$ cat src/rtl/cpu_pkg.sv
// Shared front-end definitions: fetch FSM states, reset vector and fetch-group geometry.
package cpu_pkg;

   typedef enum logic [1:0] {
      PC_BOOT = 2'd0,
      PC_RUN  = 2'd1,
      PC_PEND = 2'd2,
      PC_IDLE = 2'd3
   } pc_state_e;

   localparam logic [31:0] RESET_PC_DEFAULT  = 32'h1c00_0000;
   localparam int unsigned FETCH_GROUP_BYTES = 8;

   // Redirect targets always land on an instruction word boundary
   function automatic logic [31:0] align_pc(input logic [31:0] pc);
      return pc & 32'hffff_fffc;
   endfunction

endpackage

$ cat src/rtl/pc_gen.sv
// Fetch address generator: walks BTB predictions, absorbs EX/CSR redirects,
// parks redirects while the I-cache is busy, and sleeps on IDLE until woken.
module pc_gen
   import cpu_pkg::*;
#(
   parameter logic [31:0] RESET_PC = RESET_PC_DEFAULT
) (
   input  logic        clk,
   input  logic        rstn,
   input  logic        if1_allowin,
   input  logic        icache_busy,
   input  logic [31:0] pred_pc,
   input  logic        pred_taken,
   input  logic        ex_redirect_valid,
   input  logic [31:0] ex_redirect_pc,
   input  logic        csr_flush_valid,
   input  logic [31:0] csr_flush_pc,
   input  logic        idle_enter,
   input  logic        intr_wake,
   output logic [31:0] fetch_pc,
   output logic        fetch_valid,
   output logic        if0_allowin,
   output logic [1:0]  fetch_ninst,
   output logic        fetch_pred_taken,
   output logic [31:0] fetch_pred_pc,
   output logic        fetch_cancel
);

   pc_state_e   state_reg, state_next;
   logic [31:0] fetch_pc_reg, fetch_pc_next;
   logic [31:0] pend_pc_reg, pend_pc_next;
   logic        idle_pend_reg, idle_pend_next;
   logic        pred_taken_reg, pred_taken_next;
   logic [31:0] pred_pc_reg, pred_pc_next;

   logic        redirect_any;
   logic [31:0] redirect_target;

   assign redirect_any    = csr_flush_valid | ex_redirect_valid;
   assign redirect_target = align_pc(csr_flush_valid ? csr_flush_pc : ex_redirect_pc);

   always_ff @(posedge clk or negedge rstn) begin
      if (!rstn) begin
         state_reg <= PC_BOOT;
      end else begin
         state_reg <= state_next;
      end
   end

   always_comb begin
      state_next = state_reg;
      case (state_reg)
         PC_BOOT: state_next = PC_RUN;
         PC_RUN: begin
            if (redirect_any) begin
               if (icache_busy)     state_next = PC_PEND;
               else if (idle_enter) state_next = PC_IDLE;
            end
         end
         PC_PEND: begin
            // A same-cycle redirect replaces the parked one, idle request included
            if (!icache_busy) begin
               if (redirect_any ? idle_enter : idle_pend_reg) state_next = PC_IDLE;
               else                                           state_next = PC_RUN;
            end
         end
         PC_IDLE: begin
            if (csr_flush_valid) state_next = icache_busy ? PC_PEND : PC_RUN;
            else if (intr_wake)  state_next = PC_RUN;
         end
         default: state_next = PC_BOOT;
      endcase
   end

   always_comb begin
      fetch_valid  = 1'b0;
      if0_allowin  = 1'b0;
      fetch_cancel = 1'b0;
      if (state_reg == PC_RUN) begin
         fetch_valid  = 1'b1;
         if0_allowin  = if1_allowin & ~icache_busy & ~redirect_any;
         fetch_cancel = redirect_any;
      end
   end

   always_comb begin
      fetch_pc_next   = fetch_pc_reg;
      pend_pc_next    = pend_pc_reg;
      idle_pend_next  = idle_pend_reg;
      pred_taken_next = pred_taken_reg;
      pred_pc_next    = pred_pc_reg;
      case (state_reg)
         PC_RUN: begin
            if (redirect_any) begin
               if (icache_busy) begin
                  pend_pc_next   = redirect_target;
                  idle_pend_next = idle_enter;
               end else begin
                  fetch_pc_next   = redirect_target;
                  pred_taken_next = 1'b0;
                  pred_pc_next    = 32'd0;
               end
            end else if (if0_allowin) begin
               fetch_pc_next   = pred_pc;
               pred_taken_next = pred_taken;
               pred_pc_next    = pred_pc;
            end
         end
         PC_PEND: begin
            if (redirect_any) begin
               pend_pc_next   = redirect_target;
               idle_pend_next = idle_enter;
            end
            if (!icache_busy) begin
               fetch_pc_next   = redirect_any ? redirect_target : pend_pc_reg;
               pred_taken_next = 1'b0;
               pred_pc_next    = 32'd0;
               idle_pend_next  = 1'b0;
            end
         end
         PC_IDLE: begin
            // Only an exception or ertn can pull the core out of IDLE with a new address
            if (csr_flush_valid) begin
               idle_pend_next = 1'b0;
               if (icache_busy) begin
                  pend_pc_next = redirect_target;
               end else begin
                  fetch_pc_next   = redirect_target;
                  pred_taken_next = 1'b0;
                  pred_pc_next    = 32'd0;
               end
            end
         end
         default: ;
      endcase
   end

   always_ff @(posedge clk or negedge rstn) begin
      if (!rstn) begin
         fetch_pc_reg   <= RESET_PC;
         pend_pc_reg    <= 32'd0;
         idle_pend_reg  <= 1'b0;
         pred_taken_reg <= 1'b0;
         pred_pc_reg    <= 32'd0;
      end else begin
         fetch_pc_reg   <= fetch_pc_next;
         pend_pc_reg    <= pend_pc_next;
         idle_pend_reg  <= idle_pend_next;
         pred_taken_reg <= pred_taken_next;
         pred_pc_reg    <= pred_pc_next;
      end
   end

   assign fetch_pc         = fetch_pc_reg;
   assign fetch_pred_taken = pred_taken_reg;
   assign fetch_pred_pc    = pred_pc_reg;
   assign fetch_ninst      = fetch_pc_reg[2] ? 2'd1 : 2'(FETCH_GROUP_BYTES / 4);

endmodule

$ cat config.mk
export PLATFORM = sky130hd
export DESIGN_NAME = pc_gen
export DESIGN_NICKNAME = d
export VERILOG_FILES = /design/src/rtl/cpu_pkg.sv /design/src/rtl/pc_gen.sv
export SDC_FILE = /design/constraint.sdc
export NUM_CORES = 1
export LEC_CHECK = 0
export BUFFER_PORTS_ARGS = -buffer_cell sky130_fd_sc_hd__clkbuf_2
export CAP_MARGIN = 20
export CORE_MARGIN = 1.5
export CORE_UTILIZATION = 50
export DETAILED_ROUTE_END_ITERATION = 8
export HOLD_SLACK_MARGIN = 0.12
export PLACE_DENSITY = 0.86
export SYNTH_ARGS = -nofsm -noshare
export SYNTH_HDL_FRONTEND = slang
export SYNTH_SLANG_ARGS = --single-unit
export TNS_END_PERCENT = 1
$ cat constraint.sdc
create_clock -name clk -period 1.7 [get_ports clk]
set_input_delay 0 -clock clk [delete_from_list [all_inputs] [get_ports clk]]
set_output_delay 0 -clock clk [all_outputs]
set_load 0.02 [all_outputs]
=== Word level (Yosys, flattened, before mapping) ===
Index checks and enable logic that the tools add are counted.

* Eq/ne operators: 10
* Mux-type cells: 40
* Bitwise operators: 5
* Reductions and logical operators: 7

{| class="wikitable"
|+ Operator list
! operator !! number
|-
| $mux 32 || 13
|-
| $pmux 32 s3 || 3
|-
| $mux 2 || 9
|-
| $mux 1 || 12
|-
| $reduce_and 4->1 || 3
|-
| $ne 3x3->1 const B || 3
|-
| $ne 2x2->1 const B || 4
|-
| $pmux 2 s4 || 1
|-
| $pmux 1 s3 || 2
|-
| $reduce_and 3->1 || 2
|-
| $eq 2x2->1 const B || 2
|-
| $reduce_bool 3->1 || 1
|-
| $and 1x1->1 || 2
|-
| $eq 2x1->1 const B || 1
|-
| $logic_not 2->1 || 1
|-
| $not 1->1 || 2
|-
| $or 1x1->1 || 1
|}

* Register bits: 100
* Bits of input ports: 105
* Output and inout bits: 70
* Word-level logic and storage cells: 68

=== Longest topological paths before layout ===
Gate-level depths: netlist of the first run.

* Depth after elaboration: 7
* Mapped depth: 7
* Mapped depth without buffers: 4

=== Worst setup path after synthesis of the first run ===
Ideal clock, no wire load.

* Kind: reg-to-reg
* Start point: register state_reg[1]
* End point: register pred_pc_reg[0], in the netlist fetch_pred_pc[0]
* Setup time: 66 ps
* Arrival time: 1561 ps
* Required time: 1634 ps
* Slack: 73 ps
* Cell stages (with the launch flop): 6
* Path buffers: 2
* Period minus slack after synthesis: 1627 ps
* Cell sequence: dfrtp_1 nor2b_1 and4b_1 buf_2 buf_6 a22o_1

* Longest elaborated chain between the ends: 4
* Elaborated cells on any way between the ends: 9
* Those cells by class: eq/ne (5); mux (2); reduce/logical (2)

{| class="wikitable"
|+ RTL lines
! item !! RTL line !! RTL
|-
| start: declaration || pc_gen.sv:29 || <nowiki>pc_state_e state_reg, state_next;</nowiki>
|-
| start signal: assignment || pc_gen.sv:46 || <nowiki>state_reg <= state_next;</nowiki>
|-
| $eq 2x1->1 || pc_gen.sv:79 || <nowiki>if (state_reg == PC_RUN) begin</nowiki>
|-
| $mux 1 || pc_gen.sv:79 ||
|-
| net if0_allowin || pc_gen.sv:22 || <nowiki>output logic if0_allowin,</nowiki>
|-
| $ne 3x3->1 (no source line) || -- ||
|-
| $reduce_and 3->1 (no source line) || -- ||
|-
| end signal: assignment || pc_gen.sv:150 || <nowiki>pred_pc_reg <= pred_pc_next;</nowiki>
|-
| end: declaration || pc_gen.sv:34 || <nowiki>logic [31:0] pred_pc_reg, pred_pc_next;</nowiki>
|}

The timed path passes the listed nets, and every way through them passes these cells.
A chain may end at the register's enable or synchronous reset.

=== Worst setup path after layout of the first run ===
* Start point: register state_reg[0]
* End point: register fetch_pc_reg[8], in the netlist fetch_pc[8]

* Longest elaborated chain between the ends: 4
* Elaborated cells on any way between the ends: 10
* Those cells by class: eq/ne (6); mux (2); reduce/logical (2)

{| class="wikitable"
|+ RTL lines
! item !! RTL line !! RTL
|-
| $eq 2x1->1 || pc_gen.sv:79, pc_gen.sv:92 ||
|-
| $mux 1 || pc_gen.sv:79 ||
|-
| $ne 3x3->1 (no source line) || -- ||
|-
| $reduce_and 4->1 (no source line) || -- ||
|-
| end signal: assignment || pc_gen.sv:146 || <nowiki>fetch_pc_reg <= fetch_pc_next;</nowiki>
|-
| end: declaration || pc_gen.sv:30 || <nowiki>logic [31:0] fetch_pc_reg, fetch_pc_next;</nowiki>
|}

Parallel ways exist; a longest one is shown, timed or not.

==> reports/metrics.yaml, run 1 <==
synthesis:
  post-synth-top-area-cell: "dfrtp_1"
  syn_area_per_cell_sq_um: 10.84
  seq_area_frac_synth_pct: 49.49
  syn-instance-count: 467
  async_flop_share_pct: 100.0
  ys_top_cells_by_area: "dfrtp_1 (48%), mux2i_1 (12%), a22o_1 (5.7%), o221ai_1 (5.0%), a211oi_1 (3.7%)"
  syn_nets: 572
  synth-seq-cells: 100
  yosysMostFrequentCell: "dfrtp_1"
  ys_top_cells_by_count: "dfrtp_1 (97), mux2i_1 (60), nand2_1 (36)"
  ys.flop_type: "dfrtp_1"
  yosysWarnings: 0
  ys_types: 40
  synth_top_area_share_pct: 47.94
  synth_edf_count: 0
  syn_area_sq_um: 5064
setup_path:
  start_kind: "register"
  path_common_cell: "buf_4"
  critical_path_class: "reg2reg"
  crit_family: "compound AO/OA/AOI/OAI gates"
  cpMaxStageDelayCell: "dfrtp_2"
  critPathBufInv: 3
  cp_cell_sequence: "buf_4 -> buf_4 -> a311o_2 -> buf_6 -> nand2_1 -> o221ai_1"
  cp.arrival_ns: 1.89
  critPathCaptureType: "register"
  cp_max_fo: 16
  crit_required_ns: 1.90
  max_stage_delay_ns: 0.42
floorplan:
  core_area_sq_um: 9819
  row_count: 36
  start_util_pct: 51.57
  die-area_sq_um: 10740
  io_pins: 175
  die_h_microns: 103.6
  die_w_microns: 103.6
timing:
  fin_tns_setup_ns: 0
  tightestPinTransition_ns: 0.4434
  skew_ns: 0.01784
  timing.final.crit_share_pct: 99.31
  relSlewSlack_pct: 70.44
  finalHoldViolCount: 0
  period_needed_ns: 1.688
  slew_violations: 0
  fmax_mhz: 592.3
  setup_viol: 0
  rsz0062_at_grt: "true"
  fin_ws_ns: 0.01166
routing:
  drt_pass1_iterations: 5
  dr.first_iter.drc_count: 397
  via_per_inst: 6.029
  route.vias.total: 5251
  drc_errors: 0
  ant_nets: 0
  wl_microns: 17440
  avgRoutedWirePerCell_microns: 20.02
clocking:
  root_buffer: "clkbuf_8"
  clk_pin_slew_ns: 0.10
  cts_max_path_buffers: 2
  numCtsBuffers: 9
  tritoncts: "yes"
  cts_num_sinks: 100
  clock_latency_ns: 0.37
  htree_levels: 3
place:
  dp_slack_ns: 0.03318
  dpl.hpwl_microns: 9679
  portBuffers: 170
  place.gp.congestion: 0.8296
  place_area_sq_um: 6091
  dpl.cell_count: 752
grt:
  grt_max_degree: 42
  gr-usage-all-layers_pct: 31.45
  antenna_found_initial: 1
  grt_pass1_vias: 5573
  grt_pass1_wl_microns: 27200
  overflow: 0
cells_and_area:
  n_fill_cell: 676
  layout-drive-gt1-share_pct: 32.56
  regArea_sq_um: 2509
  multi_input_area_sq_um: 2127
  finalNetCount: 837
  layout.cells.non_filler: 871
  stdcell_area_sq_um: 7368
  syn_to_final_growth_pct: 45.52
pwr:
  power.density_nw_per_um2: 1146
  p_total_w: 0.008447
  p_leak_nw: 3.642
  ir_worst_vdd_v: 0.0007536
worst_hold_path:
  min_path_type: "in2reg"
flow_run:
  cap_violations: 0
run_status:
  outcome: "finished clean"
## tightest hold or removal path, cell delays in order
cell      delay, ns
clkbuf_2       0.07
mux2i_1        0.12
nor2_1         0.11
a221oi_1       0.09
o21ai_1        0.11
## power by group
group	switching, W	total [W]	internal [W]	leakage, nW
Sequential	0.000423	0.00348	0.00306	1.26
Combinational	0.00195	0.00334	0.00139	2.28
Clock	0.000913	0.00163	0.000718	0.105
## layer usage
metal  part of all wire [%]  global-route usage (%)  up-vias
met5                      0                       0        -
met4                    3.7                   17.56        0
met3                    7.9                   5.664       66
met2                     53                   57.14      354
met1                     35                   34.60     2571
li1                       -                       -     2260
## metrics by stage
| step | hold WS, ns | utilization (%) |
|---|---|---|
| 2_1_floorplan | -0.2956 | - |
| 3_3_place_gp | -0.05883 | 62.03 |
| 3_5_place_dp | -0.06170 | 62.03 |
| 4_1_cts | 0.1628 | 74.18 |
| 5_1_grt | 0.2679 | 75.04 |
| 6_report | 0.1706 | 75.04 |
## path summary, 6_finish.rpt
| path | startpoint | end | slack [ns] | cells after the start |
|---|---|---|---|---|
| worst max-delay path | state_reg[0]$_DFFE_PN0P_ | fetch_pc[8]$_DFFE_PN0P_ | 0.01 | 6 |
| worst min-delay path | csr_flush_pc[21] | fetch_pc[21]$_DFFE_PN0P_ | 0.17 | 5 |
| worst max register to register | state_reg[0]$_DFFE_PN0P_ | fetch_pc[8]$_DFFE_PN0P_ | 0.01 | 6 |
| worst min register to register | fetch_pc[31]$_DFFE_PN0P_ | fetch_pc[31]$_DFFE_PN0P_ | 0.50 | 2 |
| max in group asynchronous | rstn | fetch_pred_pc[22]$_DFFE_PN0P_ | 0.47 | 4 |
| min in group asynchronous | rstn | fetch_pred_pc[4]$_DFFE_PN0P_ | 0.62 | 3 |
## placed cells by master (no fill, tap or decap), drive strengths merged, types with 3 or more instances in the layout
master,n
clkbuf,178
buf,33
mux2i,60
nor2,4
o221ai,29
nor2b,6
nand2,36
a211oi,31
o21ai,8
a22o,33
dlygate4sd3,97
dfrtp,97
nor3,30
a21oi,32
dfstp,3
inv,38
## repair_timing
action                                  4_1_cts  5_1_grt
buffers inserted                              1        2
gates cloned                                  0        2
endpoints found under the setup margin        1       29
hold buffers                                 97        0
hold endpoints to repair                    195        0
pin swaps                                     0        2
gates resized for setup                       3        6
## final cells by class
cell class | count | share of cell area, %
Clock buffer | 9 | 1.681
Sequential cell | 100 | 34.05
Clock inverter | 7 | 1.172
Multi-Input combinational cell | 289 | 28.87
Tap cell | 133 | 2.258
Inverter | 33 | 1.681
Antenna cell | 1 | 0.03396
Timing Repair Buffer | 299 | 30.26
## cell families (layout without fill, tap and decap cells)
logic type / Yosys count / count (layout) / synth area share [%]
AOI/OAI and AO/OA: 145 / 145 / 22.02
buffers and inverters: 78 / 348 / 8.648
DFF: 100 / 100 / 49.49
muxes: 61 / 61 / 12.08
other: 0 / 1 / 0
and+or+nand+nor: 83 / 83 / 7.759
Power figures use the tool's default switching activity.
==> run 2: changes to the inputs <==
--- a/config.mk
+++ b/config.mk
@@ -12,6 +12,7 @@
 export DETAILED_ROUTE_END_ITERATION = 8
 export HOLD_SLACK_MARGIN = 0.12
 export PLACE_DENSITY = 0.86
+export SETUP_SLACK_MARGIN = 0.2
 export SYNTH_ARGS = -nofsm -noshare
 export SYNTH_HDL_FRONTEND = slang
 export SYNTH_SLANG_ARGS = --single-unit
==> reports/metrics.yaml, run 2 (synthesis results as in run 1) <==
timing:
  whs_ns: 0.1050  # -0.06561 ns
  setup_viol: 0  # unchanged
  fmax_mhz: 600.5  # +1.4%
  fin_tns_setup_ns: 0  # unchanged
  relSlewSlack_pct: 71.18  # +0.74 points
  tightestPinTransition_ns: 0.4307  # -0.01265 ns
  period_needed_ns: 1.665  # -0.02304 ns
  slew_violations: 0  # unchanged
  rsz0062_at_grt: "true"
  timing.final.crit_share_pct: 97.96  # -1.4 points
  skew_ns: 0.01362  # -0.004230 ns
  finalHoldViolCount: 0  # unchanged
clocking:
  clock_latency_ns: 0.36  # about the same
  cts_max_path_buffers: 2  # unchanged
  numCtsBuffers: 9  # unchanged
  clk_pin_slew_ns: 0.10  # about the same
  tritoncts: "yes"
  root_buffer: "clkbuf_8"
  cts_num_sinks: 100  # unchanged
  htree_levels: 3  # unchanged
grt:
  met2_usage_pct: 57.00  # -0.14 points
  grt_pass1_wl_microns: 28460  # +4.6%
  antenna_found_initial: 0  # -1
  met1_usage_pct: 39.49  # +4.9 points
  overflow: 0  # unchanged
  grt_pass1_vias: 5585  # +0.22%
  busiest_layer: "met2"
  grt_max_degree: 51  # +21%
  grtUsageMet3_pct: 6.671  # +1.0 points
  gr-usage-all-layers_pct: 33.27  # +1.8 points
routing:
  wl_microns: 17720  # +1.6%
  route.vias.total: 5287  # +0.69%
  via_per_inst: 5.967  # -1.0%
  drt_pass1_iterations: 6  # +1
  drc_errors: 0  # unchanged
  ant_nets: 0  # unchanged
  avgRoutedWirePerCell_microns: 20.00  # -0.12%
  dr.first_iter.drc_count: 370  # -6.8%
cells_and_area:
  n_antenna_cell: 0  # -1
  layout_commonest_cell: "clkbuf_2"
  finalNetCount: 853  # +1.9%
  n_fill_cell: 615  # -9.0%
  most-common-layout-cells: "clkbuf_2 (167), dlygate4sd3_1 (98), dfrtp_1 (96)"
  syn_to_final_growth_pct: 49.39
  layout-drive-gt1-share_pct: 34.40  # +1.8 points
pwr:
  p_seq_share_pct: 40.7  # -0.5 points
  p_sw_share_pct: 38.72  # -0.20 points
  switchingPower_w: 0.003311  # +0.71%
  ir_worst_vdd_v: 0.0007699  # +2.2%
  p_leak_nw: 3.737  # +2.6%
  pwr-share-comb_pct: 42.2  # +2.7 points
  p_int_w: 0.005241  # +1.6%
  power.density_nw_per_um2: 1131  # -1.4%
  pwr-share-clk_pct: 17.2  # -2.1 points
floorplan:
  die_h_microns: 103.6  # unchanged
  io_pins: 175  # unchanged
  die-area_sq_um: 10740  # unchanged
  start_util_pct: 51.57  # unchanged
  die_w_microns: 103.6  # unchanged
  core_area_sq_um: 9819  # unchanged
  row_count: 36  # unchanged
setup_path:
  max_stage_delay_ns: 0.47  # +0.05 ns
  cp_max_fo: 28  # +12
  cp.arrival_ns: 1.90  # about the same
  crit_family: "compound AO/OA/AOI/OAI gates"
  cpMaxStageDelayCell: "a311o_2"
  crit_required_ns: 1.94  # +0.04 ns
  cp_cell_sequence: "o21bai_1 -> a311o_2 -> buf_16 -> nand2_1 -> o221ai_1"
  critPathBufInv: 1  # -2
  start_kind: "register"
  critPathCaptureType: "register"
  critical_path_class: "reg2reg"
place:
  dpl.hpwl_microns: 9496  # -1.9%
  portBuffers: 170  # unchanged
  place.gp.congestion: 0.8360  # +0.77%
worst_hold_path:
  min_path_type: "in2async"
flow_run:
  cap_violations: 0  # unchanged
run_status:
  outcome: "finished clean"
==> run 2: cell count changes in the layout (fill, tap and decap cells not counted), moves of 2 or more <==
cell	delta
inv_8	-2
mux2i_2	+2
inv_6	-3
buf_4	+9
buf_6	+3
clkbuf_16	-2
clkinv_4	+3
clkbuf_8	+2
a211oi_1	-2
mux2i_1	-2
buf_16	+4
a211oi_2	+2
==> run 2: path summary, 6_finish.rpt <==
path / start / endpoint / slack, ns / cells past startpoint
max in group asynchronous: rstn / fetch_pc[30]$_DFFE_PN0P_ / 0.58 / 3
min in group clk: ex_redirect_valid / state_reg[0]$_DFFE_PN0P_ / 0.19 / 5
min: rstn / fetch_pred_pc[30]$_DFFE_PN0P_ / 0.11 / 2
max: state_reg[1]$_DFFE_PN0P_ / fetch_pc[4]$_DFFE_PN0P_ / 0.03 / 5
min reg2reg: fetch_pc[0]$_DFFE_PN0P_ / fetch_pc[0]$_DFFE_PN0P_ / 0.50 / 2
max reg2reg: state_reg[1]$_DFFE_PN0P_ / fetch_pc[4]$_DFFE_PN0P_ / 0.03 / 5
==> run 2: power by group through the flow <==
| stage | Clock [W] | Sequential [W] | Combinational (W) |
|---|---|---|---|
| after floorplan | 0 | 0.00386 | 0.00152 |
| after global placement | 0 | 0.00344 | 0.00285 |
| after detailed placement | 0 | 0.00348 | 0.00297 |
| after CTS | 0.00148 | 0.00344 | 0.00344 |
| after global routing | 0.00160 | 0.00354 | 0.00383 |
| final | 0.00147 | 0.00348 | 0.00360 |
==> run 2: layout make-up <==
class | count | area (sq um) | share of cell area, %
well taps | 133 | 166.4 | 2.200
clock buffers | 12 | 155.1 | 2.051
clock inverters | 4 | 33.78 | 0.4466
inverters | 33 | 126.4 | 1.671
multi-input cells | 289 | 2160 | 28.55
flip-flops and latches | 100 | 2507 | 33.15
repair buffers | 315 | 2416 | 31.94
==> run 2: what timing repair did <==
action	in CTS	in global routing
resized for setup	14	11
buffers inserted	12	2
pin swaps	3	2
hold endpoints to repair	198	0
setup endpoints to repair	97	99
cloned	4	0
hold buffers	98	0
==> run 2: per-stage QoR <==
stage	area [sq um]	setup slack [ns]	cells	utilization (%)	power, W
after floorplan	5082	0.1907	467	-	0.005382
after global placement	6106	0.1310	754	62.18	0.006293
after detailed placement	6106	0.02190	754	62.18	0.006448
after CTS	7518	0.08596	884	76.57	0.008365
after global routing	7565	-0.005619	886	77.04	0.008966
final	7565	0.03470	886	77.04	0.008552
==> run 2: per-layer routing <==
metal	part of all wire, %	up-vias
met5	0	-
met4	4.5	0
met3	7.1	81
met2	50	346
met1	38	2572
li1	-	2288
